**src/rtl/gpio_input_debounce.sv**
```systemverilog
// Board input conditioner: per-channel 2-FF synchronizer, counter debounce
// filter and registered rise/fall edge pulses feeding the SoC GPIO input bus.
module gpio_input_debounce #(
    parameter int                N_CH            = 8,
    parameter int                DEBOUNCE_CYCLES = 500000,
    parameter logic [N_CH-1:0]   RST_VAL         = {N_CH{1'b0}}
) (
    input  logic            clk,
    input  logic            rst,
    input  logic [N_CH-1:0] raw_i,
    output logic [N_CH-1:0] clean_o,
    output logic [N_CH-1:0] rise_o,
    output logic [N_CH-1:0] fall_o,
    output logic            changed_o
);

    localparam int CNT_W = $clog2(DEBOUNCE_CYCLES + 1);
    localparam logic [CNT_W-1:0] CNT_LAST = CNT_W'(DEBOUNCE_CYCLES - 1);
    localparam logic [CNT_W-1:0] CNT_ONE  = CNT_W'(1);

    if (DEBOUNCE_CYCLES < 1) begin : g_bad_debounce_cycles
        $error("gpio_input_debounce: DEBOUNCE_CYCLES must be >= 1");
    end

    logic [N_CH-1:0]  sync1_r;
    logic [N_CH-1:0]  sync2_r;
    logic [CNT_W-1:0] cnt_r      [N_CH];
    logic [CNT_W-1:0] cnt_nxt_s  [N_CH];
    logic [N_CH-1:0]  clean_nxt_s;
    logic [N_CH-1:0]  rise_nxt_s;
    logic [N_CH-1:0]  fall_nxt_s;
    logic             changed_nxt_s;

    // Next-state filter: count consecutive mismatching cycles, accept the new level at the terminal count.
    always_comb begin
        clean_nxt_s = clean_o;
        rise_nxt_s  = {N_CH{1'b0}};
        fall_nxt_s  = {N_CH{1'b0}};
        cnt_nxt_s   = cnt_r;
        for (int i = 0; i < N_CH; i++) begin
            if (sync2_r[i] == clean_o[i]) begin
                cnt_nxt_s[i] = {CNT_W{1'b0}};
            end else if (cnt_r[i] == CNT_LAST) begin
                // The pulse is registered on the same edge as the new level.
                clean_nxt_s[i] = sync2_r[i];
                rise_nxt_s[i]  = sync2_r[i];
                fall_nxt_s[i]  = ~sync2_r[i];
                cnt_nxt_s[i]   = {CNT_W{1'b0}};
            end else begin
                cnt_nxt_s[i] = cnt_r[i] + CNT_ONE;
            end
        end
        changed_nxt_s = |(rise_nxt_s | fall_nxt_s);
    end

    // State and output registers; async reset forces the configured idle levels.
    always_ff @(posedge clk or posedge rst) begin
        if (rst) begin
            sync1_r   <= RST_VAL;
            sync2_r   <= RST_VAL;
            clean_o   <= RST_VAL;
            rise_o    <= {N_CH{1'b0}};
            fall_o    <= {N_CH{1'b0}};
            changed_o <= 1'b0;
            for (int i = 0; i < N_CH; i++) begin
                cnt_r[i] <= {CNT_W{1'b0}};
            end
        end else begin
            sync1_r   <= raw_i;
            sync2_r   <= sync1_r;
            clean_o   <= clean_nxt_s;
            rise_o    <= rise_nxt_s;
            fall_o    <= fall_nxt_s;
            changed_o <= changed_nxt_s;
            for (int i = 0; i < N_CH; i++) begin
                cnt_r[i] <= cnt_nxt_s[i];
            end
        end
    end

endmodule

```
**config.mk**
```make
export PLATFORM = sky130hd
export DESIGN_NAME = gpio_input_debounce
export DESIGN_NICKNAME = d
export VERILOG_FILES = /design/src/rtl/gpio_input_debounce.sv
export SDC_FILE = /design/constraint.sdc
export NUM_CORES = 1
export LEC_CHECK = 0
export ABC_AREA = 1
export CAP_MARGIN = 20
export CELL_PAD_IN_SITES_DETAIL_PLACEMENT = 0
export CELL_PAD_IN_SITES_GLOBAL_PLACEMENT = 2
export CORE_MARGIN = 2
export CORE_UTILIZATION = 40
export DETAILED_ROUTE_END_ITERATION = 6
export GPL_TIMING_DRIVEN = 0
export PLACE_DENSITY_LB_ADDON = 0.1
export SLEW_MARGIN = 0
export SYNTH_ARGS = -nofsm -noshare
export SYNTH_HDL_FRONTEND = slang
export SYNTH_SLANG_ARGS = --single-unit
```
**constraint.sdc**
```tcl
create_clock -name clk -period 15.3 [get_ports clk]
set_input_delay 1.53 -clock clk [delete_from_list [all_inputs] [get_ports clk]]
set_output_delay 1.53 -clock clk [all_outputs]
set_load 0.01 [all_outputs]
```
==> summary.md <==
| Metric | Value |
|---|---|
| Status | finished clean |
| Worst setup SP type | flip-flop |
| H-tree depth | 4 |
| DR pass1 iterations | 7 |
| Total wire length | 19.40 mm |
| Relative slew slack | 45.55% |
| Post_cts resized | 0 |
| Psw | 0.0002293 W |
| Min-Delay Path Class | reg2reg |
| Post-synthesis register bit count | 193 |
| Logic pwr share | 3.3% |
| Critical path buffers and inverters | 1 |
| Adder-Cell Fraction of Synth Area | 1.042% |
| Synth cell types | 33 |
| Worst path cell trace | clkdlybuf4s50_1 |
| Synth Area in XOR/XNOR | 5.926% |
| DPL Wire Length | 13.91 mm |
| # rows | 56 |
| Crit-path max FO | 3 |
| Critical path arrival | 1.40 ns |
| Syn Area/Cell | 8.239 µm² |
| Net Count, Synth | 1184 |
| Synth Warn # | 0 |
| GRT Total Usage | 16.11% |
| Clock sink count | 193 |
| Final setup violation count | 0 |
| Starting density of the core | 40.81% |
| Least-Margin Pin Slew | 0.8167 ns |
| CTS tree | yes |
| Tcrit/Tclk final | 19.15% |
| Crit Path Category | reg2out |
| N_diodes | 0 |
| Layout Nets | 1238 |
| Vias | 7264 |
| Io pins | 35 |
| Die H | 159.0 µm |
| Largest family of logic cells by synthesized area | simple AND/OR/NAND/NOR gates |
| Die width | 159.0 µm |
| Total power | 0.001023 W |
| Top delay family on crit path | buffers and inverters |
| Worst Skew | 0.01197 ns |
| Min Tclk post-route | 2.930 ns |
| Vias in the first global route | 7085 |
| Remaining Overflow, GRT | 0 |
| Crit-path max cell delay | 0.56 ns |
| Port Buffers | 34 |
| Internal power | 0.0007934 W |
| Hold-fix buffers, CTS | 0 |
| Number of nets with antenna violations after routing | 0 |
| Clk pwr share | 45.6% |
| Initial antenna violation count | 0 |
| Worst VDD drop | 0.00005873 V |
| Pin count of the biggest net entering global routing | 118 |
| Avg WL per Cell | 12.50 µm |
| Residual DRC | 0 |
| Total CTS buffers | 17 |
| Static Leak | 4.673 nW |
| Pwr Density | 93.03 mW/mm² |
| Sw frac | 22.42% |
| Max Freq | 341.3 MHz |
| Clock tree root buffer cell | clkbuf_16 |
| Clk buf depth | 2 |
| Post-Route Hold Slack | 0.3506 ns |
| Mapped Area | 0.009607 mm² |
| Post-synthesis mux area share | 0% |
| Fill count | 2397 |
| Die area | 0.02527 mm² |
| Area delta synth->final | 14.43% |
| Syn Inst Count | 1166 |
| Final Hold Viols | 0 |
| Vias per cell | 4.680 |
| Sequential area share after synthesis | 50.27% |
| Setup bufs post-CTS | 0 |
| Core area | 0.02354 mm² |
| Compound-Gate Fraction of Synth Area | 2.084% |
| RSZ-0062 raised after global routing | false |
| Detailed Route Iter0 Violations | 324 |
| Final Max Slew Viols | 0 |
| Setup TNS | 0 ns |
| Max Cap Viol | 0 |
| First-pass GRT wire length | 33.92 mm |
| Clk_lat worst skew | 0.43 ns |
| RD Place Congestion | 0.7499 |
| Clock slew at reported path FFs | 0.07 ns |
| Worst path slowest cell | clkdlybuf4s50_1 |
| Share of layout cells above drive strength 1 | 10.38% |
| Setup crit end kind | primary output |
| Synthesized-area fraction occupied by and/or/nand/nor cells | 34.96% |
| Critical path required time | 13.77 ns |
| Flop pwr share | 51.1% |
==> metal layers <==
metal,global-route usage [%],routed length (µm)
met5,0,0
met4,3.223,134
met3,3.230,436
met2,26.76,9137
met1,22.07,9690
==> state kept, by name (all words and copies together), names as in the netlist <==
name	count
sync2_r	8
fall_o	8
sync1_r	8
cnt_r	152
clean_o	8
rise_o	8
changed_o	1
==> worst register-to-register path, cell delays in order (launching register included) <==
cell and delay, ns:
dfrtp_1 0.37, ha_1 0.20, nand3_1 0.20, nor3_1 0.27, nand2_1 0.14, nand2_1 0.29
nor2_1 0.09
==> placed cells by master (no fill, tap or decap), types with 12 or more instances in the layout <==
cell and instances:
nor2_4 15, nor2_1 257, clkdlybuf4s50_1 34, xor2_1 52, dfrtp_1 193, nor3_1 61, nor2_2 18, o21ai_0 12
nand3_2 15, xnor2_1 13, nand2_2 22, nand3_1 67, inv_1 138, nand2_1 206, nand4_1 26, clkbuf_16 17
a21oi_1 17
==> final timing paths <==
check | start | endpoint | slack (ns) | cells past startpoint
setup / recovery | clean_o[6] | clean_o[6] | 12.37 | 1
hold / removal | sync1_r[7] | sync2_r[7] | 0.35 | 0
setup reg to reg | cnt_r[0] | cnt_r[12] | 13.62 | 6
hold reg to reg | sync1_r[7] | sync2_r[7] | 0.35 | 0
max in group asynchronous | rst | clean_o[1] | 12.77 | 3
min in group asynchronous | rst | cnt_r[48] | 1.67 | 2
==> power by group through the flow <==
stage | Combinational, W | Clock (W) | Sequential (W)
3_3_place_gp | 0.0000342 | 0 | 0.000533
6_report | 0.0000338 | 0.000466 | 0.000522
2_1_floorplan | 0.0000236 | 0 | 0.000531
4_1_cts | 0.0000356 | 0.000480 | 0.000522
3_5_place_dp | 0.0000356 | 0 | 0.000532
5_1_grt | 0.0000400 | 0.000498 | 0.000523
==> final cells by class <==
cell class | instances | area [µm²] | area share (%)
timing repair buffer | 35 | 367.9 | 3.346
multi-input combinational | 827 | 4228 | 38.46
inverter | 145 | 551.8 | 5.019
sequential | 193 | 4830 | 43.93
clock inverter | 12 | 155.1 | 1.411
tap | 319 | 399.1 | 3.631
buffer | 1 | 5.005 | 0.04553
clock buffer | 20 | 456.7 | 4.154
==> cell families (layout without fill, tap and decap cells) <==
| group | count (synthesis) | in the layout |
|---|---|---|
| AOI/OAI and AO/OA | 38 | 38 |
| DFF | 193 | 193 |
| and+or+nand+nor | 716 | 716 |
| xor gates and xnor gates | 65 | 65 |
| buffers and inverters | 146 | 213 |
| adders and majority gates | 8 | 8 |
==> cells in the mapped netlist, drive strengths merged <==
cell	n	area, µm²
nand3	83	503.0
ha	8	100.1
nor2	290	1246
a211oi	1	7.510
buf	1	5.000
or2	8	50.06
nand3b	2	15.01
nand4	27	175.2
inv	145	544.3
dfrtp	193	4830
nor3b	9	72.57
nor2b	1	8.760
a21oi	18	93.84
xor2	52	455.4
o21ai	16	80.08
nor3	67	365.4
nand2	229	922.1
xnor2	13	113.9
a31oi	3	18.77
==> metrics by stage <==
stage / setup WS [ns] / utilization, % / std cells / cell area, µm²
2_1_floorplan: 8.514 / - / 1166 / 9607
3_3_place_gp: 5.589 / 43.95 / 1519 / 10350
3_5_place_dp: 12.22 / 44.10 / 1520 / 10380
4_1_cts: 12.33 / 46.69 / 1552 / 10990
5_1_grt: 12.31 / 46.69 / 1552 / 10990
6_report: 12.37 / 46.69 / 1552 / 10990
Power figures use the tool's default switching activity.
